$ cat src/rtl/vga_pkg.sv
// Shared definitions for the VGA sprite renderer: default timing, colours,
// reset positions and the distance helpers used by the pixel pipeline.
package vga_pkg;

    localparam int H_SYNC_DEF   = 96;
    localparam int H_BP_DEF     = 48;
    localparam int H_ACTIVE_DEF = 640;
    localparam int H_TOTAL_DEF  = 800;
    localparam int V_SYNC_DEF   = 2;
    localparam int V_BP_DEF     = 33;
    localparam int V_ACTIVE_DEF = 480;
    localparam int V_TOTAL_DEF  = 525;

    localparam logic [23:0] WHITE = 24'hFFFFFF;
    localparam logic [23:0] BLACK = 24'h000000;
    localparam logic [23:0] BLUE  = 24'h0000FF;
    localparam logic [23:0] RED   = 24'hFF0000;
    localparam logic [23:0] BOARD = 24'h80FFAA;

    localparam logic [9:0] DEF_PLAYER_Y = 10'd240;
    localparam logic [9:0] DEF_BALL_X   = 10'd400;
    localparam logic [9:0] DEF_BALL_Y   = 10'd240;

    typedef enum logic [1:0] {REG_BLANK, REG_FIELD, REG_SEP, REG_BOARD} region_e;

    // Magnitude first so -1024 squares correctly without a 22-bit multiplier.
    function automatic logic [20:0] sq11(input logic signed [10:0] v);
        logic [10:0] mag;
        logic [20:0] m21;
        mag = v[10] ? 11'(-v) : 11'(v);
        m21 = {10'd0, mag};
        return m21 * m21;
    endfunction

    function automatic logic signed [10:0] delta11(input logic [9:0] a, input logic [9:0] b);
        return $signed({1'b0, a}) - $signed({1'b0, b});
    endfunction

endpackage

$ cat src/rtl/vga_timing.sv
// Raster counters with sync/enable decode; frame_tick marks the commit cycle
// at (0,0), suppressed on the reset-held pass through (0,0).
module vga_timing
    import vga_pkg::*;
#(
    parameter int H_SYNC   = H_SYNC_DEF,
    parameter int H_BP     = H_BP_DEF,
    parameter int H_ACTIVE = H_ACTIVE_DEF,
    parameter int H_TOTAL  = H_TOTAL_DEF,
    parameter int V_SYNC   = V_SYNC_DEF,
    parameter int V_BP     = V_BP_DEF,
    parameter int V_ACTIVE = V_ACTIVE_DEF,
    parameter int V_TOTAL  = V_TOTAL_DEF
) (
    input  logic       clk_i,
    input  logic       rst_ni,
    output logic [9:0] x_o,
    output logic [9:0] y_o,
    output logic       hs_o,
    output logic       vs_o,
    output logic       de_o,
    output logic       tick_o,
    output logic       run_o
);
    localparam logic [9:0] H_LAST = 10'(H_TOTAL - 1);
    localparam logic [9:0] V_LAST = 10'(V_TOTAL - 1);
    localparam logic [9:0] HS_END = 10'(H_SYNC);
    localparam logic [9:0] VS_END = 10'(V_SYNC);
    localparam logic [9:0] HA_BEG = 10'(H_SYNC + H_BP);
    localparam logic [9:0] HA_END = 10'(H_SYNC + H_BP + H_ACTIVE - 1);
    localparam logic [9:0] VA_BEG = 10'(V_SYNC + V_BP);
    localparam logic [9:0] VA_END = 10'(V_SYNC + V_BP + V_ACTIVE - 1);

    logic [9:0] x_q, x_d, y_q, y_d;
    logic       run_q;

    always_ff @(posedge clk_i or negedge rst_ni) begin
        if (!rst_ni) begin
            x_q   <= '0;
            y_q   <= '0;
            run_q <= 1'b0;
        end else begin
            x_q   <= x_d;
            y_q   <= y_d;
            run_q <= 1'b1;
        end
    end

    always_comb begin
        x_d = x_q + 10'd1;
        y_d = y_q;
        if (x_q == H_LAST) begin
            x_d = '0;
            y_d = (y_q == V_LAST) ? '0 : y_q + 10'd1;
        end
    end

    assign x_o    = x_q;
    assign y_o    = y_q;
    assign hs_o   = !(x_q < HS_END);
    assign vs_o   = !(y_q < VS_END);
    assign de_o   = (x_q >= HA_BEG) && (x_q <= HA_END) && (y_q >= VA_BEG) && (y_q <= VA_END);
    assign tick_o = run_q && (x_q == '0) && (y_q == '0);
    assign run_o  = run_q;

endmodule

$ cat src/rtl/vga_sprite_renderer.sv
// Field renderer: double-buffered sprite positions feeding a 3-stage pixel
// pipeline (delta/region, squares/compares, priority mux) with aligned sync.
module vga_sprite_renderer
    import vga_pkg::*;
#(
    parameter int H_SYNC        = H_SYNC_DEF,
    parameter int H_BP          = H_BP_DEF,
    parameter int H_ACTIVE      = H_ACTIVE_DEF,
    parameter int H_TOTAL       = H_TOTAL_DEF,
    parameter int V_SYNC        = V_SYNC_DEF,
    parameter int V_BP          = V_BP_DEF,
    parameter int V_ACTIVE      = V_ACTIVE_DEF,
    parameter int V_TOTAL       = V_TOTAL_DEF,
    parameter int FIELD_W       = 540,
    parameter int N_PLAYERS     = 2,
    parameter logic [10*N_PLAYERS-1:0] PLAYER_X = {10'd560, 10'd240},
    parameter int N_GOALS       = 3,
    parameter int GOAL_X0       = 300,
    parameter int GOAL_DX       = 100,
    parameter int BLUE_GOAL_Y   = 450,
    parameter int RED_GOAL_Y    = 100,
    parameter int PLAYER_RADIUS = 25,
    parameter int GOAL_RADIUS   = 40,
    parameter int BALL_RADIUS   = 5
) (
    input  logic                    clk,
    input  logic                    rst_n,
    input  logic                    pos_valid,
    output logic                    pos_ready,
    input  logic [10*N_PLAYERS-1:0] player_y,
    input  logic [9:0]              ball_x,
    input  logic [9:0]              ball_y,
    output logic                    hor_sync,
    output logic                    ver_sync,
    output logic                    de,
    output logic [7:0]              red,
    output logic [7:0]              green,
    output logic [7:0]              blue,
    output logic                    frame_tick
);
    localparam logic [9:0]  FIELD_END = 10'(H_SYNC + H_BP + FIELD_W);
    localparam logic [9:0]  BLUE_GY   = 10'(BLUE_GOAL_Y);
    localparam logic [9:0]  RED_GY    = 10'(RED_GOAL_Y);
    localparam logic [21:0] BALL_R2   = 22'(BALL_RADIUS * BALL_RADIUS);
    localparam logic [21:0] PLAYER_R2 = 22'(PLAYER_RADIUS * PLAYER_RADIUS);
    localparam logic [21:0] RING_IN2  = 22'((GOAL_RADIUS - 2) * (GOAL_RADIUS - 2));
    localparam logic [21:0] RING_OUT2 = 22'((GOAL_RADIUS + 2) * (GOAL_RADIUS + 2));

    logic [9:0] cnt_x, cnt_y;
    logic       raw_hs, raw_vs, raw_de;

    vga_timing #(
        .H_SYNC(H_SYNC), .H_BP(H_BP), .H_ACTIVE(H_ACTIVE), .H_TOTAL(H_TOTAL),
        .V_SYNC(V_SYNC), .V_BP(V_BP), .V_ACTIVE(V_ACTIVE), .V_TOTAL(V_TOTAL)
    ) u_timing (
        .clk_i(clk), .rst_ni(rst_n), .x_o(cnt_x), .y_o(cnt_y),
        .hs_o(raw_hs), .vs_o(raw_vs), .de_o(raw_de), .tick_o(frame_tick), .run_o(pos_ready)
    );

    // Shadow takes updates any time; live changes only at the frame commit.
    logic [10*N_PLAYERS-1:0] sh_py_q, sh_py_d, lv_py_q, lv_py_d;
    logic [9:0]              sh_bx_q, sh_bx_d, sh_by_q, sh_by_d;
    logic [9:0]              lv_bx_q, lv_bx_d, lv_by_q, lv_by_d;

    always_comb begin
        sh_py_d = sh_py_q;
        sh_bx_d = sh_bx_q;
        sh_by_d = sh_by_q;
        lv_py_d = lv_py_q;
        lv_bx_d = lv_bx_q;
        lv_by_d = lv_by_q;
        if (pos_valid && pos_ready) begin
            sh_py_d = player_y;
            sh_bx_d = ball_x;
            sh_by_d = ball_y;
        end
        if (frame_tick) begin
            lv_py_d = sh_py_q;
            lv_bx_d = sh_bx_q;
            lv_by_d = sh_by_q;
        end
    end

    always_ff @(posedge clk or negedge rst_n) begin
        if (!rst_n) begin
            sh_py_q <= {N_PLAYERS{DEF_PLAYER_Y}};
            lv_py_q <= {N_PLAYERS{DEF_PLAYER_Y}};
            sh_bx_q <= DEF_BALL_X;
            sh_by_q <= DEF_BALL_Y;
            lv_bx_q <= DEF_BALL_X;
            lv_by_q <= DEF_BALL_Y;
        end else begin
            sh_py_q <= sh_py_d;
            lv_py_q <= lv_py_d;
            sh_bx_q <= sh_bx_d;
            sh_by_q <= sh_by_d;
            lv_bx_q <= lv_bx_d;
            lv_by_q <= lv_by_d;
        end
    end

    // Stage 1: region decode and signed deltas; stage 2: squared distance compares.
    region_e           region_d, region_p1_q, region_p2_q;
    logic [2:0]        sync_p1_q, sync_p2_q, sync_p3_q;
    logic signed [10:0] bdx_p1_q, bdy_p1_q;
    logic [21:0]       ball_d2;
    logic              ball_hit_p2_q;
    logic [N_PLAYERS-1:0] player_hit_p2;
    logic [N_GOALS-1:0]   blue_ring_p2, red_ring_p2;
    logic [23:0]       rgb_d, rgb_p3_q;

    always_comb begin
        if (!raw_de)                region_d = REG_BLANK;
        else if (cnt_x < FIELD_END) region_d = REG_FIELD;
        else if (cnt_x == FIELD_END) region_d = REG_SEP;
        else                        region_d = REG_BOARD;
    end

    assign ball_d2 = 22'(sq11(bdx_p1_q)) + 22'(sq11(bdy_p1_q));

    always_ff @(posedge clk or negedge rst_n) begin
        if (!rst_n) begin
            region_p1_q   <= REG_BLANK;
            region_p2_q   <= REG_BLANK;
            sync_p1_q     <= '0;
            sync_p2_q     <= '0;
            bdx_p1_q      <= '0;
            bdy_p1_q      <= '0;
            ball_hit_p2_q <= 1'b0;
        end else begin
            region_p1_q   <= region_d;
            region_p2_q   <= region_p1_q;
            sync_p1_q     <= {raw_hs, raw_vs, raw_de};
            sync_p2_q     <= sync_p1_q;
            bdx_p1_q      <= delta11(cnt_x, lv_bx_q);
            bdy_p1_q      <= delta11(cnt_y, lv_by_q);
            ball_hit_p2_q <= ball_d2 < BALL_R2;
        end
    end

    for (genvar i = 0; i < N_PLAYERS; i++) begin : g_player
        logic signed [10:0] dx_p1_q, dy_p1_q;
        logic [21:0]        d2;
        logic               hit_p2_q;

        assign d2 = 22'(sq11(dx_p1_q)) + 22'(sq11(dy_p1_q));

        always_ff @(posedge clk or negedge rst_n) begin
            if (!rst_n) begin
                dx_p1_q  <= '0;
                dy_p1_q  <= '0;
                hit_p2_q <= 1'b0;
            end else begin
                dx_p1_q  <= delta11(cnt_x, PLAYER_X[10*i +: 10]);
                dy_p1_q  <= delta11(cnt_y, lv_py_q[10*i +: 10]);
                hit_p2_q <= d2 <= PLAYER_R2;
            end
        end

        assign player_hit_p2[i] = hit_p2_q;
    end

    for (genvar g = 0; g < N_GOALS; g++) begin : g_goal
        localparam logic [9:0] GX = 10'(GOAL_X0 + g * GOAL_DX);
        logic signed [10:0] dx_p1_q, dby_p1_q, dry_p1_q;
        logic [21:0]        d2_blue, d2_red;
        logic               blue_p2_q, red_p2_q;

        assign d2_blue = 22'(sq11(dx_p1_q)) + 22'(sq11(dby_p1_q));
        assign d2_red  = 22'(sq11(dx_p1_q)) + 22'(sq11(dry_p1_q));

        always_ff @(posedge clk or negedge rst_n) begin
            if (!rst_n) begin
                dx_p1_q   <= '0;
                dby_p1_q  <= '0;
                dry_p1_q  <= '0;
                blue_p2_q <= 1'b0;
                red_p2_q  <= 1'b0;
            end else begin
                dx_p1_q   <= delta11(cnt_x, GX);
                dby_p1_q  <= delta11(cnt_y, BLUE_GY);
                dry_p1_q  <= delta11(cnt_y, RED_GY);
                blue_p2_q <= (d2_blue >= RING_IN2) && (d2_blue <= RING_OUT2);
                red_p2_q  <= (d2_red >= RING_IN2) && (d2_red <= RING_OUT2);
            end
        end

        assign blue_ring_p2[g] = blue_p2_q;
        assign red_ring_p2[g]  = red_p2_q;
    end

    // Stage 3: later assignments win, so the loop runs from lowest priority up.
    always_comb begin
        rgb_d = BLACK;
        case (region_p2_q)
            REG_FIELD: begin
                rgb_d = WHITE;
                if (|red_ring_p2)  rgb_d = RED;
                if (|blue_ring_p2) rgb_d = BLUE;
                for (int i = N_PLAYERS - 1; i >= 0; i--) begin
                    if (player_hit_p2[i]) rgb_d = (i % 2 == 1) ? RED : BLUE;
                end
                if (ball_hit_p2_q) rgb_d = BLACK;
            end
            REG_BOARD: rgb_d = BOARD;
            default:   rgb_d = BLACK;
        endcase
    end

    always_ff @(posedge clk or negedge rst_n) begin
        if (!rst_n) begin
            sync_p3_q <= '0;
            rgb_p3_q  <= '0;
        end else begin
            sync_p3_q <= sync_p2_q;
            rgb_p3_q  <= rgb_d;
        end
    end

    assign {hor_sync, ver_sync, de} = sync_p3_q;
    assign {red, green, blue}       = rgb_p3_q;

endmodule

$ cat config.mk
export PLATFORM = sky130hd
export DESIGN_NAME = vga_sprite_renderer
export DESIGN_NICKNAME = d
export VERILOG_FILES = /design/src/rtl/vga_pkg.sv /design/src/rtl/vga_timing.sv /design/src/rtl/vga_sprite_renderer.sv
export SDC_FILE = /design/constraint.sdc
export NUM_CORES = 2
export LEC_CHECK = 0
export BUFFER_PORTS_ARGS = -buffer_cell sky130_fd_sc_hd__buf_2
export CORE_MARGIN = 2
export CORE_UTILIZATION = 58
export DETAILED_ROUTE_END_ITERATION = 8
export GPL_TIMING_DRIVEN = 0
export PLACE_DENSITY_LB_ADDON = 0.12
export SLEW_MARGIN = 30
export SYNTH_ARGS = -nofsm -noshare
export SYNTH_HDL_FRONTEND = slang
export SYNTH_SLANG_ARGS = --single-unit
$ cat constraint.sdc
create_clock -name clk -period 16.42 [get_ports clk]
set_input_delay 3.284 -clock clk [delete_from_list [all_inputs] [get_ports clk]]
set_output_delay 3.284 -clock clk [all_outputs]
set_load 0.01 [all_outputs]
; Word level (Yosys, flattened, before mapping)
; Cells that the tools add are included.
[op_classes]
n_addsub = 33
multipliers = 11
magnitude_cmp = 22
eq_ne = 5
mux = 22
reduce_logical = 18
[op_table]
columns = cell, count
row1 = $mul A11 B11 Y21, 11
row2 = $add A21 B21 Y22, 9
row3 = $ge A22 B11 Y1 const B, 6
row4 = $le A22 B11 Y1 const B, 6
row5 = $mux W11, 11
row6 = $neg A11 Y11, 11
row7 = $mux W24, 4
row8 = $pmux W24 S2, 1
row9 = $le A22 B10 Y1 const B, 2
row10 = $sub A10 B10 Y11, 4
row11 = $sub A10 B9 Y11 const B, 4
row12 = $eq A10 B10 Y1 const B, 3
row13 = $lt A22 B5 Y1 const B, 1
row14 = $add A10 B1 Y10 const B, 2
row15 = $le A10 B10 Y1 const B, 2
row16 = $logic_not A10 Y1, 2
row17 = $mux W10, 2
row18 = $mux W16, 1
row19 = $logic_and A1 B1 Y1, 12
row20 = $sub A10 B10 Y11 const B, 1
row21 = $sub A10 B7 Y11 const B, 1
row22 = $sub A10 B8 Y11 const B, 1
row23 = $ge A10 B6 Y1 const B, 1
row24 = $ge A10 B8 Y1 const B, 1
row25 = other kinds (9), 12
[word_totals]
ff_bits = 268
output_inout_bits = 29
elab_cells = 146

; Depth between registers and ports, before layout
[logic_depth]
word_depth = 7
depth_mapped = 39
ltp_nobuf = 39

; Modules after synthesis
; A second synthesis with hierarchy kept.
[hier_totals]
cells_unflattened = 6264
area_unflattened_um2 = 53775.3
[by_module_without_submodules]
columns = module, instances, cells_per_inst, area_each_um2, seq_area_each_um2
row1 = vga_sprite_renderer, 1, 6137, 52575.4, 5317.6
row2 = vga_timing, 1, 127, 1199.9, 525.5

; Least setup slack after synthesis
; Ideal clock, no wire load.
[synth_path]
kind = register to register
from = reg g_goal[2].dry_p1_q[0] (netlist name)
to = reg g_goal[1].blue_p2_q
arrival_time_ps = 8931
required_ps = 16319
slack_ps = 7388
stages_incl_launch_ff = 36
period_less_slack_ps = 9032
cell_sequence = dfrtp_1 clkbuf_1 inv_1 buf_1 ha_1 nand2_1 or3_1 or3_1 and2_1 xnor2_1 clkinv_1 nand2_1 fa_1 fa_1 inv_1 fa_1 fa_1 inv_1 fa_1 inv_1 ha_1 a2111oi_0 nand2_1 nand2_1 xnor2_1 ha_1 inv_1 o21bai_1 a31o_2 maj3_2 a21o_1 maj3_2 maj3_1 maj3_2 mux2i_1 nor4_1
[synth_rtl]
columns = item, line
row1 = to (signal assigned), vga_sprite_renderer.sv:183  ; blue_p2_q <= (d2_blue >= RING_IN2) && (d2_blue <= RING_OUT2);
row2 = to (decl), vga_sprite_renderer.sv:167  ; logic blue_p2_q, red_p2_q;

==> impl_metrics.env <==
export IMPL_grt_ovfl_total=0
export IMPL_end_kind="register"
export IMPL_vias=41773
export IMPL_via_per_inst=5.44
export IMPL_ctsResizeCount=0
export IMPL_cp_slowest_stage_delay_ns=0.84
export IMPL_fin_nets=7939
export IMPL_drc=0
export IMPL_critPathTopFamily="adder cells"
export IMPL_final_common_cell="inv_1"
export IMPL_drt_total_wl_um=127000
export IMPL_tightest_slew_ns=1.08
export IMPL_status="finished clean"
export IMPL_ys_seq_elements=232
export IMPL_fin_cells=7679
export IMPL_reg2regPathDepth=34
export IMPL_syn_inst=6237
export IMPL_timing_hold_ws_ns=0.349
export IMPL_final_area_um2=57100
export IMPL_finalWeightedCongestion=0.936
export IMPL_cpMaxStageDelayCell="xor2_1"
export IMPL_io_pins=72
export IMPL_rsz0062_at_grt="no"
export IMPL_cts_inserted_buffers=26
export IMPL_critPathArrivalTime_ns=11.87
export IMPL_grt_pass1_wl_um=211000
export IMPL_dr_pass1_iters=5
export IMPL_nFillCells=8082
export IMPL_required_ns=16.85
export IMPL_fin_setup_tns_ns=0
export IMPL_p_leak_nw=29.8
export IMPL_path_buf_inv=7
export IMPL_setup_viol=0
export IMPL_path_depth=34
export IMPL_fin_skew_ns=0.0177
export IMPL_ctsHoldBuffers=0
export IMPL_dp_slack_ns=4.85
export IMPL_initial_utilization_pct=58.5
export IMPL_critPathMaxFanout=13
export IMPL_dieArea_um2=95100
export IMPL_seq_area_frac_synth_pct=10.9
export IMPL_yosysUniqueCellTypes=91
export IMPL_drive_gt1_share_pct=4.71
export IMPL_yosysWarningCount=0
export IMPL_fp_dieW_um=308
export IMPL_placed_cell_area_um2=56100
export IMPL_path_clk_slew_ns=0.07
export IMPL_drt_initial_drc_count=2362
export IMPL_post_route_min_period_ns=11.45
export IMPL_max_slew_margin_pct=27.8
export IMPL_power_total_mw=1.86
export IMPL_avgSynthCellArea_um2=8.62
export IMPL_grt_max_degree=68
export IMPL_postCtsSetupBuffers=0
export IMPL_min_period_over_period_pct=69.7
export IMPL_crit_type="register to register"
export IMPL_placement_rows=111
export IMPL_slew_viol_final=0
export IMPL_fmax_mhz=87.4
export IMPL_clock_sinks=232
export IMPL_die_h_um=308
export IMPL_min_path_cells=0
export IMPL_final_cell_mix="inv_1 (1,292), ha_1 (766), fa_1 (714), nor2_1 (551), nand2_1 (492)"
export IMPL_hold_viol_final=0
export IMPL_dpl_hpwl_um=110000
export IMPL_antenna_cells=0
export IMPL_finalWorstSetupSlack_ns=4.97
export IMPL_peakVddDrop_v=0.0000636
export IMPL_track_usage_pct=27.6
export IMPL_final_util_pct=62.2
export IMPL_clk_latency_ns=0.59
export IMPL_port_buffers=71
export IMPL_design_core_area_um2=91800
export IMPL_dp_cells=7631
export IMPL_r2r_slack_ns=4.97
export IMPL_synth_flop_cell="dfrtp_1"
export IMPL_synth_edf_count=0
export IMPL_crit_top_cell="fa_1"
export IMPL_power_density_nw_per_um2=32.5
export IMPL_h_tree_depth=1
export IMPL_area_growth_pct=6.17
export IMPL_cts_root_buffer="clkbuf_16"
export IMPL_ys_async_sr_fraction_pct=100
export IMPL_wl_per_cell_um=16.6
export IMPL_grt_pass1_vias=41879
export IMPL_critPathLaunchType="register"
export IMPL_drtAntennaViolNets=0
export IMPL_syn_cell_area_um2=53700
export IMPL_cts_tree="built"
export IMPL_grt_antenna_before_repair=6
export IMPL_drv_cap=0
export IMPL_holdCritPathClass="register to register"
export IMPL_clockBufferDepth=3
## logic make-up (layout without fill, tap and decap cells)
logic type,after synthesis,count (layout),synth area share [%]
AND/OR/NAND/NOR,1593,1593,13.5
adder cells (fa/ha/maj),1495,1495,44.7
buffers and inverters,1411,1535,9.99
AO/OA/AOI/OAI,922,922,11.1
XOR/XNOR,506,506,8.26
flip-flops,232,232,10.9
multiplexers,76,76,1.55
other,2,77,0.0140
## where the power goes
group / switching, mW / leakage [nW] / total (mW) / internal, mW
sequential: 0.00884 / 2.88 / 0.599 / 0.590
clock: 0.275 / 0.434 / 0.623 / 0.349
combinational: 0.361 / 26.5 / 0.634 / 0.272
## layer usage
metal | part of all wire (%) | vias to the layer above | GRT usage (%)
met4 | 2.4 | 2 | 6.49
met5 | 0.014 | - | 0
met2 | 47 | 939 | 45.7
met3 | 5.4 | 160 | 2.96
met1 | 46 | 20432 | 38.9
li1 | - | 20240 | -
## flip-flops by register name (all words and copies together), names as in the netlist, 3 cells and up
signal,cells
bdx_p1_q,11
g_goal.dx_p1_q,28
bdy_p1_q,11
sh_bx_q,10
g_goal.dby_p1_q,10
g_player.dy_p1_q,22
sh_py_q,20
lv_py_q,20
sync_p2_q,3
sh_by_q,10
sync_p3_q,3
rgb_p3_q,5
g_goal.blue_p2_q,3
sync_p1_q,3
u_timing.y_o,10
g_goal.dry_p1_q,11
lv_by_q,10
u_timing.x_o,10
lv_bx_q,10
g_goal.red_p2_q,3
g_player.dx_p1_q,11
## path summary, 6_finish.rpt
path	startpoint	endpoint
setup / recovery	g_goal[2].dry_p1_q[0]	g_goal[0].blue_p2_q
setup reg to reg	g_goal[2].dry_p1_q[0]	g_goal[0].blue_p2_q
hold reg to reg	sync_p2_q[2]	sync_p3_q[2]
hold / removal	sync_p2_q[2]	sync_p3_q[2]
max in group asynchronous	rst_n	sync_p3_q[1]
min in group asynchronous	rst_n	sh_by_q[3]
## worst register-to-register path, delay by kind of cell, from the launching register on
family                   cells  cell delay, ns
XOR/XNOR                     2            1.34
adder cells (fa/ha/maj)      8            3.39
AO/OA/AOI/OAI                8            1.87
AND/OR/NAND/NOR              9            2.42
buffers and inverters        7            1.78
flip-flops                   1            0.50
## synth_stat cells (all sizes together), types with 13 or more instances
| cell type | count | area [um^2] |
|---|---|---|
| o21ai | 233 | 1170 |
| nand2b | 82 | 513 |
| o21bai | 26 | 195 |
| buf | 27 | 175 |
| or3 | 40 | 250 |
| o211ai | 23 | 178 |
| nor4 | 22 | 144 |
| nor2b | 54 | 338 |
| dfrtp | 202 | 5050 |
| o21a | 53 | 398 |
| and3 | 21 | 131 |
| nand3 | 72 | 360 |
| a31oi | 28 | 175 |
| a21boi | 31 | 233 |
| fa | 714 | 14300 |
| a211o | 13 | 114 |
| a21oi | 237 | 1190 |
| a21o | 99 | 743 |
| inv | 1292 | 4850 |
| ha | 766 | 9580 |
| mux2i | 19 | 190 |
| dfstp | 30 | 788 |
| xor2 | 163 | 1430 |
| xnor2 | 343 | 3010 |
| a211oi | 32 | 245 |
| and2 | 75 | 469 |
| nand4 | 13 | 81.3 |
| nand2 | 492 | 1850 |
| maj3 | 15 | 161 |
| mux2 | 57 | 642 |
| clkbuf | 69 | 259 |
| nor3 | 96 | 480 |
| clkinv | 23 | 86.3 |
| or2 | 22 | 138 |
| nor2 | 551 | 2070 |
| o31ai | 31 | 233 |
## area by class of cell
cell class	count	area (um^2)	share of cell area, %
timing repair buffer	76	458	0.803
tap	1243	1560	2.73
buffer	96	435	0.763
inverter	1315	4940	8.65
sequential	232	5840	10.2
clock inverter	12	131	0.230
multi-input combinational	4669	42900	75.2
clock buffer	36	769	1.35
Note: power is estimated with default switching activity, not from simulation.
